File: config.mk
export PLATFORM = sky130hd
export DESIGN_NAME = alu_issue_wb
export DESIGN_NICKNAME = d
export VERILOG_FILES = /design/src/rtl/alu_issue_wb.sv
export SDC_FILE = /design/constraint.sdc
export NUM_CORES = 1
export LEC_CHECK = 0
export CORE_MARGIN = 5
export CORE_UTILIZATION = 49
export CTS_CLUSTER_SIZE = 28
export DETAILED_ROUTE_END_ITERATION = 6
export PLACE_DENSITY_LB_ADDON = 0.1
export SYNTH_ARGS = -nofsm -noshare
export SYNTH_HDL_FRONTEND = slang
export SYNTH_SLANG_ARGS = --single-unit
File: constraint.sdc
create_clock -name clk -period 3.1 [get_ports clk]
set_clock_uncertainty 0.1 [all_clocks]
set_input_delay 0.62 -clock clk [delete_from_list [all_inputs] [get_ports clk]]
set_output_delay 0.62 -clock clk [all_outputs]
set_load 0.02 [all_outputs]
File: src/rtl/alu_issue_wb.sv
// alu_issue_wb: sequencing stage around a 16-bit combinational ALU.
// Instructions are accepted over valid/ready, and their operands are read from
// an internal register file. The operands are presented to the ALU for a full
// cycle, then the result and flags are written back. Instructions are fully
// serialised (IDLE -> READ -> EXEC), so no hazard logic is needed.
module alu_issue_wb #(
    parameter int WIDTH = 16,
    parameter int NREG  = 8,
    localparam int AW   = $clog2(NREG)
) (
    input  logic              clk,
    input  logic              rst,
    input  logic              ld_valid,
    output logic              ld_ready,
    input  logic [AW-1:0]     ld_addr,
    input  logic [WIDTH-1:0]  ld_data,
    input  logic              instr_valid,
    output logic              instr_ready,
    input  logic [2:0]        instr_op,
    input  logic [AW-1:0]     instr_rd,
    input  logic [AW-1:0]     instr_rs,
    input  logic [AW-1:0]     instr_rt,
    input  logic              instr_cin,
    output logic [WIDTH-1:0]  alu_a,
    output logic [WIDTH-1:0]  alu_b,
    output logic              alu_cin,
    output logic [2:0]        alu_opcode,
    input  logic [WIDTH-1:0]  alu_w,
    input  logic              alu_zero,
    input  logic              alu_neg,
    output logic              done,
    output logic [WIDTH-1:0]  result,
    output logic              flag_z,
    output logic              flag_n,
    input  logic [AW-1:0]     dbg_addr,
    output logic [WIDTH-1:0]  dbg_data
);

    typedef enum logic [1:0] {
        IDLE = 2'd0,
        READ = 2'd1,
        EXEC = 2'd2
    } state_t;

    state_t state;
    state_t state_nxt;

    logic [WIDTH-1:0] rf [NREG];

    // Instruction fields captured at the handshake
    logic [2:0]    op_p0;
    logic [AW-1:0] rd_p0;
    logic [AW-1:0] rs_p0;
    logic [AW-1:0] rt_p0;
    logic          cin_p0;

    logic instr_fire;
    logic ld_fire;

    // R0 reads as zero regardless of array contents
    function automatic logic [WIDTH-1:0] rf_read(input logic [AW-1:0] a);
        if (a == '0) begin
            return '0;
        end
        return rf[a];
    endfunction

    assign instr_fire = instr_valid & instr_ready;
    assign ld_fire    = ld_valid & ld_ready;
    assign dbg_data   = rf_read(dbg_addr);

    // State register
    always_ff @(posedge clk) begin
        if (rst) begin
            state <= IDLE;
        end else begin
            state <= state_nxt;
        end
    end

    // Next-state logic: a load in IDLE blocks instruction acceptance
    always_comb begin
        state_nxt = state;
        case (state)
            IDLE:    if (instr_fire) state_nxt = READ;
            READ:    state_nxt = EXEC;
            EXEC:    state_nxt = IDLE;
            default: state_nxt = IDLE;
        endcase
    end

    // Handshake outputs: loads win over instructions in the same IDLE cycle
    always_comb begin
        ld_ready    = (state == IDLE);
        instr_ready = (state == IDLE) && !ld_valid;
    end

    // ---- stage p0: capture instruction fields at the handshake ----
    always_ff @(posedge clk) begin
        if (instr_fire) begin
            op_p0  <= instr_op;
            rd_p0  <= instr_rd;
            rs_p0  <= instr_rs;
            rt_p0  <= instr_rt;
            cin_p0 <= instr_cin;
        end
    end

    // ---- stage p1: drive registered operands into the ALU; they hold outside READ ----
    always_ff @(posedge clk) begin
        if (rst) begin
            alu_a      <= '0;
            alu_b      <= '0;
            alu_cin    <= 1'b0;
            alu_opcode <= '0;
        end else if (state == READ) begin
            alu_a      <= rf_read(rs_p0);
            alu_b      <= rf_read(rt_p0);
            alu_cin    <= cin_p0;
            alu_opcode <= op_p0;
        end
    end

    // Register file: loads in IDLE, writeback at the end of EXEC; R0 writes dropped
    always_ff @(posedge clk) begin
        if (rst) begin
            for (int i = 0; i < NREG; i++) begin
                rf[i] <= '0;
            end
        end else if (ld_fire && (ld_addr != '0)) begin
            rf[ld_addr] <= ld_data;
        end else if ((state == EXEC) && (rd_p0 != '0)) begin
            rf[rd_p0] <= alu_w;
        end
    end

    // ---- stage p2: capture ALU result and flags at the end of EXEC ----
    always_ff @(posedge clk) begin
        if (rst) begin
            result <= '0;
            flag_z <= 1'b0;
            flag_n <= 1'b0;
        end else if (state == EXEC) begin
            result <= alu_w;
            flag_z <= alu_zero;
            flag_n <= alu_neg;
        end
    end

    // done marks the first IDLE cycle after a completed writeback
    always_ff @(posedge clk) begin
        if (rst) begin
            done <= 1'b0;
        end else begin
            done <= (state == EXEC);
        end
    end

endmodule

==> impl_metrics.env, run 1 <==
export IMPL_status="complete, no violations"
export IMPL_r2r_start="state[0]$_SDFFE_PP0P_"
export IMPL_multi_input_area_mm2=0.00468
export IMPL_dr_pass1_iters=6
export IMPL_cts_buffers=23
export IMPL_synth_yosys_seq_area_share_pct=52.0
export IMPL_grt_pass1_vias=8055
export IMPL_netlist_instances=853
export IMPL_avgSynthCellArea_um2=12.4
export IMPL_p_sw_share_pct=25.1
export IMPL_gr_usage_met1_pct=38.1
export IMPL_crit_fanout=12
export IMPL_relSlewSlack_pct=22.2
export IMPL_period_needed_ps=3000
export IMPL_place_ws_ps=-347
export IMPL_fp_dieArea_mm2=0.0246
export IMPL_min_path_cells=2
export IMPL_n_antenna_cell=0
export IMPL_cts_setup_buffers=0
export IMPL_dp_cells=1245
export IMPL_rows=53
export IMPL_fp_dieW_um=157
export IMPL_via_per_inst=6.31
export IMPL_worst_pin_slew_ps=1160
export IMPL_grt_first_pass_wirelength_um=50000
export IMPL_setup_ws_ps=99.8
export IMPL_die_y_um=157
export IMPL_cts_clk_slew_worst_paths_ps=60
export IMPL_crit_family="buffers and inverters"
export IMPL_clkSinkCount=204
export IMPL_ys_ff_latch=204
export IMPL_top_level_ports=130
export IMPL_p_seq_share_pct=46.0
export IMPL_detail_route_wl_per_cell_um=25.9
export IMPL_p_leak_nw=4.85
export IMPL_netlist_area_mm2=0.0106
export IMPL_hp_start="flag_z$_SDFFE_PP0N_"
export IMPL_layout_common_cells="edfxtp_1 (141), mux2i_1 (128), a21oi_1 (117), clkdlybuf4s50_1 (110), a22oi_1 (97)"
export IMPL_p_sw_mw=1.73
export IMPL_synth_warnings=0
export IMPL_criticalPathCategory="input port to output port"
export IMPL_power_density_mw_per_mm2=529
export IMPL_clockBufferDepth=3
export IMPL_fillCellCount=1646
export IMPL_cp_common_cell="dlygate4sd2_1"
export IMPL_rr_worst_depth=4
export IMPL_synth_distinct_cells=40
export IMPL_fin_cells=1288
export IMPL_hp_class="register to register"
export IMPL_hold_path_endpoint="flag_z$_SDFFE_PP0N_"
export IMPL_power_internal_mw=5.18
export IMPL_peakVddDrop_mv=0.473
export IMPL_initial_utilization_pct=49.9
export IMPL_nNetsFinal=1053
export IMPL_drtIter0Drc=1002
export IMPL_path_cells="dlygate4sd2_1 > bufbuf_16 > mux4_2 > inv_1 > a21oi_1 > dlygate4sd2_1"
export IMPL_synth_edf_count=141
export IMPL_arrival_ps=2280
export IMPL_rsz0062_at_grt="no"
export IMPL_grtUsageTotal_pct=26.7
export IMPL_drv_slew=0
export IMPL_endpoint_kind="output port"
export IMPL_cp_num_cells=6
export IMPL_r2r_slack_ps=670
export IMPL_setup_viol=0
export IMPL_ff_latch_area_mm2=0.00550
export IMPL_critPathBufInv=4
export IMPL_final_common_cell="edfxtp_1"
export IMPL_grt_use_met2_pct=41.9
export IMPL_p_comb_share_pct=13.3
export IMPL_drtAntennaViolNets=0
export IMPL_yosys_most_used_dff="edfxtp_1"
export IMPL_cts_root_buf="clkbuf_16"
export IMPL_max_freq_mhz=333
export IMPL_place_hpwl_um=23200
export IMPL_clkPwrFrac_pct=40.7
export IMPL_vias=8122
export IMPL_reg2reg_to="rf[5][15]$_SDFFCE_PN0P_"
export IMPL_syn_to_final_growth_pct=23.8
export IMPL_drc_errors=0
export IMPL_antenna_found_initial=0
export IMPL_cts_tree="built"
export IMPL_layout_drive_gt1_share_pct=14.9
export IMPL_grt_max_degree=35
export IMPL_async_reset_ff_share_pct=0
export IMPL_start_kind="input port"
export IMPL_hold_violations=0
export IMPL_globalplace_congestion=0.893
export IMPL_core_mm2=0.0212
export IMPL_use_met3_pct=6.80
export IMPL_clk_latency_ps=520
export IMPL_htreeDepth=1
export IMPL_critPathSlowestCell="mux4_2"
export IMPL_grt_overflow_total=0
export IMPL_busiest_layer="met2"
export IMPL_cp_required_ps=2380
export IMPL_slowest_delay_ps=490
export IMPL_fin_crit_sh_pct=96.8
export IMPL_port_buffers=129
export IMPL_critPathLaunch="dbg_addr[0]"
export IMPL_totalWireLength_um=33300
export IMPL_cap_violations=0
[stage by stage]
step | setup TNS, ps | power, mW | util, % | area (µm²) | hold WS [ps]
after floorplan | 0 | 3.73 | - | 10600 | 371
after global placement | -3650 | 4.13 | 58.1 | 12300 | 342
after detailed placement | -3900 | 4.16 | 58.1 | 12300 | 346
after CTS | 0 | 6.94 | 61.8 | 13100 | 354
after global routing | 0 | 7.14 | 61.8 | 13100 | 375
final | 0 | 6.92 | 61.8 | 13100 | 352
[flip-flops by register name, summed over array words and instances (netlist names), named ones only]
| register | flops |
|---|---|
| alu_a | 16 |
| alu_b | 16 |
| alu_cin | 1 |
| alu_opcode | 3 |
| cin_p0 | 1 |
| done | 1 |
| flag_n | 1 |
| flag_z | 1 |
| op_p0 | 3 |
| rd_p0 | 3 |
| result | 16 |
| rf | 128 |
| rs_p0 | 3 |
| rt_p0 | 3 |
| state | 2 |
[Yosys cell counts (all sizes together) (2+ instances only)]
cell      n  share of area [%]
a22oi    97                6.9
nor2      6               0.21
nor3      7               0.43
a221oi   15                1.2
nor2b     9               0.53
buf      39                2.6
nand3    18                2.0
nor3b     3               0.21
mux4     16                3.4
a32oi     5               0.41
dfxtp    63                 12
inv      16               0.57
clkbuf   34                1.2
a32o     32                3.0
mux2     22                2.3
and3b     2               0.17
and2      4               0.24
o21ai    17                1.9
or2b      6               0.43
a21oi   117                5.5
mux2i   128                 12
nand3b    2               0.14
edfxtp  141                 40
nand2    47                1.7
[power groups by stage]
| stage | logic [mW] | registers [mW] | clock network [mW] |
|---|---|---|---|
| 2_1_floorplan | 0.553 | 3.18 | 0 |
| 3_3_place_gp | 0.906 | 3.23 | 0 |
| 3_5_place_dp | 0.921 | 3.23 | 0 |
| 4_1_cts | 0.918 | 3.18 | 2.85 |
| 5_1_grt | 0.978 | 3.19 | 2.97 |
| 6_report | 0.921 | 3.18 | 2.81 |
[how the worst max path moves through the flow]
stage	slack [ps]	to
6_report	100	dbg_data[5]
5_1_grt	10	dbg_data[14]
4_1_cts	10	dbg_data[1]
3_5_place_dp	-350	dbg_data[12]
3_3_place_gp	-330	dbg_data[12]
2_1_floorplan	450	dbg_data[15]
[worst register-to-register path: stages, from the launching register on]
cell,delay [ps]
dfxtp_1,580
or3b_1,560
clkinv_4,350
nand3_1,420
a21oi_1,130
[metal layers]
layer | vias up | share of wire (%)
li1 | 3646 | -
met1 | 3986 | 43
met2 | 439 | 45
met3 | 51 | 9.9
met4 | 0 | 2.0
met5 | - | 0
[kinds of logic after synthesis]
group,share of synthesized area [%]
compound gates,19.0
buf+inv,4.42
flops,52.0
mux,17.9
other cells,0.0355
simple gates,6.61
[repair_timing]
action | CTS | global route
hold buffers | 0 | 0
resized for setup | 19 | 1
endpoints found under the setup margin | 16 | 1
gates cloned | 1 | 0
[layout make-up]
cell class,count,share of cell area (%)
inverters,17,0.526
repair buffers,176,13.1
flip-flops and latches,204,42.1
multi-input cells,574,35.8
clock buffers,32,4.74
clock inverters,10,1.16
well taps,275,2.63
Note: power is estimated with default switching activity, not from simulation.
==> inputs of run 2 (changes only) <==
--- a/config.mk
+++ b/config.mk
@@ -5,8 +5,9 @@
 export SDC_FILE = /design/constraint.sdc
 export NUM_CORES = 1
 export LEC_CHECK = 0
-export CORE_MARGIN = 5
+export CORE_MARGIN = 8
 export CORE_UTILIZATION = 49
+export CTS_BUF_LIST = sky130_fd_sc_hd__clkbuf_8
 export CTS_CLUSTER_SIZE = 28
 export DETAILED_ROUTE_END_ITERATION = 6
 export PLACE_DENSITY_LB_ADDON = 0.1
==> impl_metrics.env, run 2 (synthesized netlist as in run 1, its figures left out) <==
export IMPL_p_comb_share_pct=14.7
export IMPL_fin_crit_sh_pct=97.4
export IMPL_drtAntennaViolNets=0
export IMPL_power_internal_mw=4.57
export IMPL_path_cells="dlygate4sd2_1 > bufbuf_16 > mux4_2 > inv_1 > a21oi_1 > dlygate4sd2_1"
export IMPL_r2r_start="state[1]$_SDFFE_PP0P_"
export IMPL_cap_violations=0
export IMPL_cp_required_ps=2380
export IMPL_arrival_ps=2300
export IMPL_hp_class="register to register"
export IMPL_rows=53
export IMPL_antenna_found_initial=0
export IMPL_relSlewSlack_pct=26.8
export IMPL_drtIter0Drc=887
export IMPL_critPathSlowestCell="mux4_2"
export IMPL_critPathBufInv=4
export IMPL_fp_dieW_um=163
export IMPL_endpoint_kind="output port"
export IMPL_slowest_delay_ps=490
export IMPL_largest_register="rf"
export IMPL_status="complete, no violations"
export IMPL_drc_errors=0
export IMPL_cp_common_cell="dlygate4sd2_1"
export IMPL_grt_first_pass_wirelength_um=51000
export IMPL_fp_dieArea_mm2=0.0265
export IMPL_worst_pin_slew_ps=1090
export IMPL_peakVddDrop_mv=0.359
export IMPL_final_common_cell="edfxtp_1"
export IMPL_globalplace_congestion=0.884
export IMPL_critPathLaunch="dbg_addr[0]"
export IMPL_syn_to_final_growth_pct=22.6
export IMPL_top_level_ports=130
export IMPL_largest_reg_flops=128
export IMPL_dr_pass1_iters=6
export IMPL_p_leak_nw=4.85
export IMPL_p_seq_share_pct=50.6
export IMPL_setup_viol=0
export IMPL_reg2reg_to="rf[1][11]$_SDFFCE_PN0P_"
export IMPL_clk_latency_ps=520
export IMPL_criticalPathCategory="input port to output port"
export IMPL_grt_overflow_total=0
export IMPL_cts_tree="built"
export IMPL_period_needed_ps=3020
export IMPL_clockBufferDepth=3
export IMPL_hold_violations=0
export IMPL_layout_drive_gt1_share_pct=15.8
export IMPL_power_density_mw_per_mm2=486
export IMPL_core_mm2=0.0211
export IMPL_holdWs_ps=355
export IMPL_crit_family="buffers and inverters"
export IMPL_die_y_um=163
export IMPL_clkSinkCount=204
export IMPL_n_antenna_cell=0
export IMPL_drv_slew=0
export IMPL_htreeDepth=2
export IMPL_layout_common_cells="edfxtp_1 (141), mux2i_1 (128), a21oi_1 (117), clkdlybuf4s50_1 (110), a22oi_1 (97)"
export IMPL_grt_pass1_vias=8376
export IMPL_cts_clk_slew_worst_paths_ps=60
export IMPL_crit_end="dbg_data[13]"
export IMPL_initial_utilization_pct=50.1
export IMPL_fillCellCount=1751
export IMPL_totalNegativeSetupSlack_ps=0
export IMPL_grtUsageTotal_pct=25.1
export IMPL_r2r_slack_ps=490
export IMPL_cp_num_cells=6
export IMPL_port_buffers=129
export IMPL_crit_fanout=8
export IMPL_grt_max_degree=45
export IMPL_rsz0062_at_grt="no"
export IMPL_max_freq_mhz=331
export IMPL_via_per_inst=6.24
export IMPL_place_area_mm2=0.0123
export IMPL_totalWireLength_um=33600
export IMPL_place_hpwl_um=23700
export IMPL_vias=8196
export IMPL_cts_hold_buf=0
export IMPL_p_sw_mw=1.72
export IMPL_postLayoutCellArea_mm2=0.0129
export IMPL_rr_worst_depth=4
export IMPL_p_sw_share_pct=27.4
export IMPL_cts_root_buf="clkbuf_8"
export IMPL_start_kind="input port"
export IMPL_clkPwrFrac_pct=34.7
export IMPL_nNetsFinal=1069
export IMPL_detail_route_wl_per_cell_um=25.6
export IMPL_cts_buffers=36
[run 2: worst min-delay path by stage]
stage	startpoint	end	slack, ps	depth (start not counted)
after floorplan	cin_p0$_DFFE_PP_	alu_cin$_SDFFE_PP0N_	370	2
after global placement	result[4]$_SDFFE_PP0N_	result[4]$_SDFFE_PP0N_	340	2
after detailed placement	alu_opcode[1]$_SDFFE_PP0N_	alu_opcode[1]$_SDFFE_PP0N_	350	2
after CTS	result[13]$_SDFFE_PP0N_	result[13]$_SDFFE_PP0N_	360	2
after global routing	result[7]$_SDFFE_PP0N_	result[7]$_SDFFE_PP0N_	380	2
final	result[13]$_SDFFE_PP0N_	result[13]$_SDFFE_PP0N_	360	2
[run 2: cell type report]
cell class | instances | area, µm² | area share [%]
clock buffer | 37 | 509 | 3.93
multi-input combinational | 574 | 4680 | 36.1
sequential | 204 | 5500 | 42.5
inverter | 17 | 68.8 | 0.532
tap | 275 | 344 | 2.66
timing repair buffer | 179 | 1730 | 13.3
clock inverter | 28 | 116 | 0.899
[run 2: worst reg2reg max path, cell delays in order (launching register included)]
cell and delay, ps:
dfxtp_1 530, or3b_1 740, clkinv_4 350, nand3_1 360
a22oi_1 340
[run 2: routing by layer]
| layer | vias up | part of all wire [%] | GRT usage [%] | wire length, µm |
|---|---|---|---|---|
| li1 | 3683 | - | - | - |
| met2 | 501 | 44 | 37.7 | 14700 |
| met1 | 3956 | 42 | 34.3 | 14200 |
| met5 | - | 0 | 0 | 0 |
| met3 | 56 | 12 | 7.56 | 4010 |
| met4 | 0 | 2.1 | 7.96 | 695 |
[run 2: what timing repair did]
item | in CTS | in global routing
resized for setup | 18 | 0
buffers inserted | 3 | 0
endpoints found under the setup margin | 16 | 0
[run 2: power by group through the flow]
| stage | combinational [mW] | sequential [mW] | clock [mW] |
|---|---|---|---|
| 2_1_floorplan | 0.553 | 3.18 | 0 |
| 3_3_place_gp | 0.910 | 3.23 | 0 |
| 3_5_place_dp | 0.923 | 3.23 | 0 |
| 4_1_cts | 0.921 | 3.18 | 2.22 |
| 5_1_grt | 0.984 | 3.19 | 2.36 |
| 6_report | 0.924 | 3.18 | 2.18 |
[run 2: through the flow]
stage          util [%]  std cells  power, mW  setup slack [ps]
2_1_floorplan         -        868       3.73               453
3_3_place_gp       58.3       1245       4.14              -292
3_5_place_dp       58.3       1245       4.15              -306
4_1_cts            61.4       1314       6.31              78.1
5_1_grt            61.4       1314       6.53              26.5
6_report           61.4       1314       6.29              80.1
==> inputs of run 3 (changes only) <==
--- a/config.mk
+++ b/config.mk
@@ -10,6 +10,7 @@
 export CTS_BUF_LIST = sky130_fd_sc_hd__clkbuf_8
 export CTS_CLUSTER_SIZE = 28
 export DETAILED_ROUTE_END_ITERATION = 6
+export HOLD_SLACK_MARGIN = 0.02
 export PLACE_DENSITY_LB_ADDON = 0.1
 export SYNTH_ARGS = -nofsm -noshare
 export SYNTH_HDL_FRONTEND = slang
==> results of run 3 <==
Same layout as run 2: the final DEF is identical, and so are final timing and power.
